<file path="config.mk">
export PLATFORM = sky130hd
export DESIGN_NAME = regfile_scoreboard_flat
export DESIGN_NICKNAME = d
export VERILOG_FILES = /design/src/rtl/regfile_scoreboard_if.sv /design/src/rtl/regfile_scoreboard.sv /design/src/flat_wrapper.sv
export SDC_FILE = /design/constraint.sdc
export NUM_CORES = 2
export LEC_CHECK = 0
export ABC_AREA = 1
export CORE_ASPECT_RATIO = 1.75
export CORE_MARGIN = 3
export CORE_UTILIZATION = 50
export DETAILED_ROUTE_END_ITERATION = 10
export DONT_BUFFER_PORTS = 1
export PLACE_DENSITY_LB_ADDON = 0.15
export SETUP_SLACK_MARGIN = 0.1
export SYNTH_ARGS = -nofsm -noshare
export SYNTH_HDL_FRONTEND = slang
export SYNTH_SLANG_ARGS = --single-unit
</file>
<file path="constraint.sdc">
create_clock -name clk -period 5.7 [get_ports clk]
set_input_delay 0.57 -clock clk [delete_from_list [all_inputs] [get_ports clk]]
set_output_delay 0.57 -clock clk [all_outputs]
set_load 0.005 [all_outputs]
</file>
<file path="src/rtl/regfile_scoreboard_if.sv">
// Register file / scoreboard port bundle: two read ports, one writeback
// port and one claim port. The master side is issue/writeback logic, the
// slave side is the register file itself.
interface regfile_scoreboard_if #(
  parameter int XLEN  = 32,
  parameter int NREGS = 32,
  parameter int AW    = 5
);
  logic [AW-1:0]   A1;
  logic [AW-1:0]   A2;
  logic [XLEN-1:0] Read_Data1;
  logic [XLEN-1:0] Read_Data2;
  logic            Busy1;
  logic            Busy2;
  logic            Write_Enable3;
  logic [AW-1:0]   A3;
  logic [XLEN-1:0] Write_Data3;
  logic            Claim_En;
  logic [AW-1:0]   Claim_Addr;
  logic [AW:0]     Busy_Count;
  logic            Reclaim_Err;

  modport master (
    output A1, A2, Write_Enable3, A3, Write_Data3, Claim_En, Claim_Addr,
    input  Read_Data1, Read_Data2, Busy1, Busy2, Busy_Count, Reclaim_Err
  );

  modport slave (
    input  A1, A2, Write_Enable3, A3, Write_Data3, Claim_En, Claim_Addr,
    output Read_Data1, Read_Data2, Busy1, Busy2, Busy_Count, Reclaim_Err
  );
endinterface

</file>
<file path="src/rtl/regfile_scoreboard.sv">
// regfile_scoreboard: NREGS x XLEN register file with a per-register busy
// scoreboard, a running busy count and a sticky reclaim error flag.
// Register 0 is hardwired to zero and can never be claimed.
// Optional feature macro: REGFILE_BYPASS_EN -- when defined, a same-cycle
// writeback to a read address is forwarded to that read port (data and busy).
module regfile_scoreboard #(
  parameter int XLEN  = 32,
  parameter int NREGS = 32,
  parameter int AW    = 5
) (
  input  logic                 clk,
  input  logic                 reset,
  regfile_scoreboard_if.slave  bus
);

  localparam logic [AW-1:0] ZERO_ADDR = {AW{1'b0}};

  logic [XLEN-1:0]  data_r [NREGS];
  logic [NREGS-1:0] busy_r;
  logic [AW:0]      busy_count_r;
  logic             reclaim_err_r;

  logic             wr_hit_s;
  logic             cl_hit_s;
  logic             inc_s;
  logic             dec_s;
  logic [AW:0]      busy_count_next_s;
  logic [XLEN-1:0]  rd1_s;
  logic [XLEN-1:0]  rd2_s;
  logic             busy1_s;
  logic             busy2_s;

  // Read one port: register 0 is always zero/not busy; optional writeback forwarding.
  function automatic logic [XLEN:0] read_port(input logic [AW-1:0] addr,
                                               input logic          wr_hit,
                                               input logic          cl_hit);
    logic [XLEN:0] res;
    res = {(XLEN+1){1'b0}};
    if (addr == ZERO_ADDR) begin
      res = {(XLEN+1){1'b0}};
    end
`ifdef REGFILE_BYPASS_EN
    else if (wr_hit && (bus.A3 == addr)) begin
      res = {(cl_hit && (bus.Claim_Addr == addr)), bus.Write_Data3};
    end
`endif
    else begin
      res = {busy_r[addr], data_r[addr]};
    end
    return res;
  endfunction

  // Qualify strobes and work out the busy-count delta from old vs final bit values.
  always_comb begin
    wr_hit_s = bus.Write_Enable3 && (bus.A3 != ZERO_ADDR);
    cl_hit_s = bus.Claim_En && (bus.Claim_Addr != ZERO_ADDR);
    inc_s    = cl_hit_s && !busy_r[bus.Claim_Addr];
    // A write only clears the bit if a same-cycle claim to it does not win.
    dec_s    = wr_hit_s && busy_r[bus.A3] &&
               !(cl_hit_s && (bus.Claim_Addr == bus.A3));
    busy_count_next_s = busy_count_r + (AW+1)'(inc_s) - (AW+1)'(dec_s);
  end

  // Read ports, held at zero while reset is asserted.
  always_comb begin
    {busy1_s, rd1_s} = {(XLEN+1){1'b0}};
    {busy2_s, rd2_s} = {(XLEN+1){1'b0}};
    if (reset) begin
      {busy1_s, rd1_s} = read_port(bus.A1, wr_hit_s, cl_hit_s);
      {busy2_s, rd2_s} = read_port(bus.A2, wr_hit_s, cl_hit_s);
    end else begin
      {busy1_s, rd1_s} = {(XLEN+1){1'b0}};
      {busy2_s, rd2_s} = {(XLEN+1){1'b0}};
    end
  end

  // Data array, busy bits, busy count and sticky reclaim error.
  always_ff @(posedge clk or negedge reset) begin
    if (!reset) begin
      for (int i = 0; i < NREGS; i++) begin
        data_r[i] <= {XLEN{1'b0}};
      end
      busy_r        <= {NREGS{1'b0}};
      busy_count_r  <= {(AW+1){1'b0}};
      reclaim_err_r <= 1'b0;
    end else begin
      if (wr_hit_s) begin
        data_r[bus.A3] <= bus.Write_Data3;
      end
      // Claim is applied after the write clear so it wins on a shared address.
      for (int i = 1; i < NREGS; i++) begin
        if (cl_hit_s && (bus.Claim_Addr == AW'(i))) begin
          busy_r[i] <= 1'b1;
        end else if (wr_hit_s && (bus.A3 == AW'(i))) begin
          busy_r[i] <= 1'b0;
        end else begin
          busy_r[i] <= busy_r[i];
        end
      end
      busy_r[0]    <= 1'b0;
      busy_count_r <= busy_count_next_s;
      if (cl_hit_s && busy_r[bus.Claim_Addr]) begin
        reclaim_err_r <= 1'b1;
      end else begin
        reclaim_err_r <= reclaim_err_r;
      end
    end
  end

  assign bus.Read_Data1  = rd1_s;
  assign bus.Read_Data2  = rd2_s;
  assign bus.Busy1       = busy1_s;
  assign bus.Busy2       = busy2_s;
  assign bus.Busy_Count  = busy_count_r;
  assign bus.Reclaim_Err = reclaim_err_r;

endmodule

</file>
<file path="src/flat_wrapper.sv">
// flat-port wrapper written by rule: the top's interface ports become plain ports
module regfile_scoreboard_flat 
#(
  parameter int XLEN  = 32,
  parameter int NREGS = 32,
  parameter int AW    = 5
)
  (clk, reset, bus_A1, bus_A2, bus_Write_Enable3, bus_A3, bus_Write_Data3, bus_Claim_En, bus_Claim_Addr, bus_Read_Data1, bus_Read_Data2, bus_Busy1, bus_Busy2, bus_Busy_Count, bus_Reclaim_Err);
  regfile_scoreboard_if #(.XLEN(XLEN), .NREGS(NREGS), .AW(AW)) bus_i ();
  input  logic clk;
  input  logic reset;
  input wire logic [$bits(bus_i.A1)-1:0] bus_A1;
  input wire logic [$bits(bus_i.A2)-1:0] bus_A2;
  input wire logic [$bits(bus_i.Write_Enable3)-1:0] bus_Write_Enable3;
  input wire logic [$bits(bus_i.A3)-1:0] bus_A3;
  input wire logic [$bits(bus_i.Write_Data3)-1:0] bus_Write_Data3;
  input wire logic [$bits(bus_i.Claim_En)-1:0] bus_Claim_En;
  input wire logic [$bits(bus_i.Claim_Addr)-1:0] bus_Claim_Addr;
  output wire logic [$bits(bus_i.Read_Data1)-1:0] bus_Read_Data1;
  output wire logic [$bits(bus_i.Read_Data2)-1:0] bus_Read_Data2;
  output wire logic [$bits(bus_i.Busy1)-1:0] bus_Busy1;
  output wire logic [$bits(bus_i.Busy2)-1:0] bus_Busy2;
  output wire logic [$bits(bus_i.Busy_Count)-1:0] bus_Busy_Count;
  output wire logic [$bits(bus_i.Reclaim_Err)-1:0] bus_Reclaim_Err;
  assign bus_i.A1 = bus_A1;
  assign bus_i.A2 = bus_A2;
  assign bus_i.Write_Enable3 = bus_Write_Enable3;
  assign bus_i.A3 = bus_A3;
  assign bus_i.Write_Data3 = bus_Write_Data3;
  assign bus_i.Claim_En = bus_Claim_En;
  assign bus_i.Claim_Addr = bus_Claim_Addr;
  assign bus_Read_Data1 = bus_i.Read_Data1;
  assign bus_Read_Data2 = bus_i.Read_Data2;
  assign bus_Busy1 = bus_i.Busy1;
  assign bus_Busy2 = bus_i.Busy2;
  assign bus_Busy_Count = bus_i.Busy_Count;
  assign bus_Reclaim_Err = bus_i.Reclaim_Err;
  regfile_scoreboard #(.XLEN(XLEN), .NREGS(NREGS), .AW(AW)) u_core (.clk(clk), .reset(reset), .bus(bus_i));
endmodule
</file>
==> results.sh <==
export IMPL_avgSynthCellArea_um2=6.82
export IMPL_num_vias=60900
export IMPL_dp_hpwl_mm=122
export IMPL_drc=0
export IMPL_grt_overflow=0
export IMPL_htreeDepth=3
export IMPL_syn_inst=9094
export IMPL_setup_viol=0
export IMPL_drive_above_1_share=0.0406
export IMPL_nets=8553
export IMPL_cts_resized=0
export IMPL_rrSetupSlack_ns=3.05
export IMPL_grt_start_max_net_pins=1065
export IMPL_p_leak_nw=31.9
export IMPL_clockBufferDepth=3
export IMPL_die_h_um=472
export IMPL_cp_required_ns=5.13
export IMPL_syn_cell_area_um2=62000
export IMPL_holdWs_ns=-0.115
export IMPL_viasPerCell=5.97
export IMPL_crit_arrival_ns=4.43
export IMPL_worst_slew_pin_slew_ns=2.13
export IMPL_core_um2=123000
export IMPL_grt_usage=0.356
export IMPL_yosys_warnings=0
export IMPL_die_area_um2=129000
export IMPL_min_period_ns=5.00
export IMPL_final_setup_tns_ns=0
export IMPL_seq_area_frac_synth=0.428
export IMPL_syn_nets=9157
export IMPL_antenna_found_initial=7
export IMPL_avgRoutedWirePerCell_um=22.8
export IMPL_drt_total_wl_mm=233
export IMPL_syn_to_final_growth_pct=5.26
export IMPL_fill_cells=12100
export IMPL_grt_pass1_vias=58000
export IMPL_max_freq_ghz=0.200
export IMPL_slew_headroom=-0.418
export IMPL_ff2ff_path_depth=15
export IMPL_row_count=170
export IMPL_grt_pass1_wl_mm=353
export IMPL_violations="negative hold slack, max-slew violations"
export IMPL_crit_type="in2out"
export IMPL_clock_skew_ns=0.0183
export IMPL_drt_iter0_drc=7613
export IMPL_p_total_w=0.0218
export IMPL_ioPinCount=129
export IMPL_hp_class="in2async"
export IMPL_r2r_end="u_core.bus.Busy_Count[4]"
export IMPL_powerDensity_nw_per_um2=335
export IMPL_start_util=0.505
export IMPL_outcome="complete, but fails checks"
export IMPL_cts_root_buf="clkbuf_16"
export IMPL_synthDistinctLibCells=32
export IMPL_port_buffers=0
export IMPL_worst_r2r_startpoint="u_core.busy_r[14]"
export IMPL_insertion_delay_ns=0.73
export IMPL_die_x_um=272
export IMPL_firstDrtPassIters=6
export IMPL_maxSlewViolCount=578
export IMPL_antenna_left=0
export IMPL_postSynthRegisterBits=1062
export IMPL_finalHoldViolCount=27
export IMPL_gp_congestion=0.919
export IMPL_clkSinkCount=1062
export IMPL_crit_path_start_kind="input port"
export IMPL_fin_util=0.531
export IMPL_vdd_drop_max_mv=0.246
export IMPL_worst_path_max_fanout=729
export IMPL_cp_end_kind="output port"
export IMPL_rsz0062_at_grt="no"
export IMPL_cap_violations=0
export IMPL_clk_pin_slew_ns=0.07
export IMPL_period_share=0.878
export IMPL_numCtsBuffers=102
export IMPL_cts_tree="done"
[metal layers]
layer / track usage / share of wire
met1: 0.448 / 0.38
met2: 0.575 / 0.46
met3: 0.0631 / 0.093
met4: 0.211 / 0.067
met5: 0 / 0.00012
[sequential cells by signal (all words and copies together) (netlist names)]
register,flops
u_core.bus.Reclaim_Err,1
u_core.busy_r,31
u_core.data_r,1024
u_core.bus.Busy_Count,6
[power by group]
part | internal [W] | switching (W) | total [W]
clock network | 0.00420 | 0.00315 | 0.00735
registers | 0.00902 | 0.000763 | 0.00978
logic | 0.00169 | 0.00302 | 0.00471
[cell families after synthesis]
family,Yosys count,share of synthesized area
AND/OR/NAND/NOR,4838,0.328
buffers and inverters,1748,0.113
AO/OA/AOI/OAI,1431,0.128
flip-flops,1062,0.428
XOR/XNOR,8,0.00113
adder cells (fa/ha/maj),7,0.00153
[synthesized netlist by cell type, drive strengths merged]
library cell,instances,area share
o211ai,264,0.032
nor2,231,0.014
buf,346,0.028
fa,1,0.00032
nor3,10,0.00081
clkbuf,466,0.028
dfrtp,1062,0.43
nand3,1598,0.13
inv,934,0.057
xor2,8,0.0011
or2,47,0.0047
nand4,10,0.0011
a21oi,78,0.0063
o21ai,1081,0.088
o22ai,3,0.00030
o31ai,2,0.00024
a32o,1,0.00016
nand2,2942,0.18
a22o,2,0.00028
ha,6,0.0012
clkinv,2,0.00012
[per-stage QoR]
step / instance area (µm²) / cells / worst slack (ns)
floorplan: 62000 / 9094 / 2.87
global placement: 61300 / 9981 / 2.09
detailed placement: 61300 / 9981 / 2.10
CTS: 65100 / 10200 / 2.06
global route: 65300 / 10200 / 0.501
finish: 65300 / 10200 / 0.698
[critical path, stage by stage]
cell     delay (ns)
inv_8          1.26
buf_4          0.89
nand2_1        0.11
nand3_1        0.11
nand3_1        0.09
nand3_1        0.11
nand2_1        0.12
nor2_1         0.11
nor2_1         0.10
[worst max-delay path by stage]
stage	from	endpoint	cells past startpoint
global placement	bus_A2[0]	bus_Read_Data2[19]	9
global route	reset	bus_Busy1	7
CTS	bus_A2[0]	bus_Read_Data2[21]	9
floorplan	bus_Claim_Addr[1]	u_core.bus.Busy_Count[4]	14
finish	bus_A2[0]	bus_Read_Data2[17]	9
detailed placement	bus_Claim_Addr[2]	u_core.bus.Busy_Count[4]	14
[cell type report]
cell class                      instances  area [µm²]  area share
Multi-Input combinational cell       6284       28600       0.438
Sequential cell                      1062       26600       0.407
Inverter                              936        3560      0.0545
Clock buffer                          148        2940      0.0450
Tap cell                             1634        2040      0.0313
Timing Repair Buffer                  104        1000      0.0154
Clock inverter                         35         557     0.00853
Antenna cell                            9        22.5    0.000345
[timing repair]
item	CTS	global route
endpoints found under the hold margin	1355	2
hold buffers	33	1
endpoints found under the setup margin	0	0
buffers inserted	0	0
[cells in the final DEF, fill, tap and decap left out, types with 6 or more instances in the layout]
cell type | synthesis | layout
o21ai_1 | 177 | 177
nand2_1 | 2938 | 2923
xor2_1 | 8 | 8
nand4_1 | 9 | 9
inv_6 | 0 | 6
nand2_4 | 1 | 8
dlygate4sd3_1 | 0 | 34
ha_1 | 6 | 6
clkbuf_16 | 0 | 103
nor2_1 | 226 | 226
nand3_1 | 1598 | 1596
bufinv_16 | 0 | 14
or2_2 | 47 | 47
clkinv_2 | 0 | 15
clkbuf_8 | 0 | 19
inv_2 | 12 | 11
nor3_2 | 0 | 8
dfrtp_1 | 1062 | 1062
o21ai_0 | 884 | 884
a21oi_1 | 78 | 78
inv_1 | 922 | 915
diode_2 | 0 | 9
o211ai_1 | 264 | 264
buf_4 | 25 | 62
nand2_2 | 3 | 11
clkbuf_1 | 466 | 26
o21ai_2 | 20 | 20
Note: power is estimated with default switching activity, not from simulation.
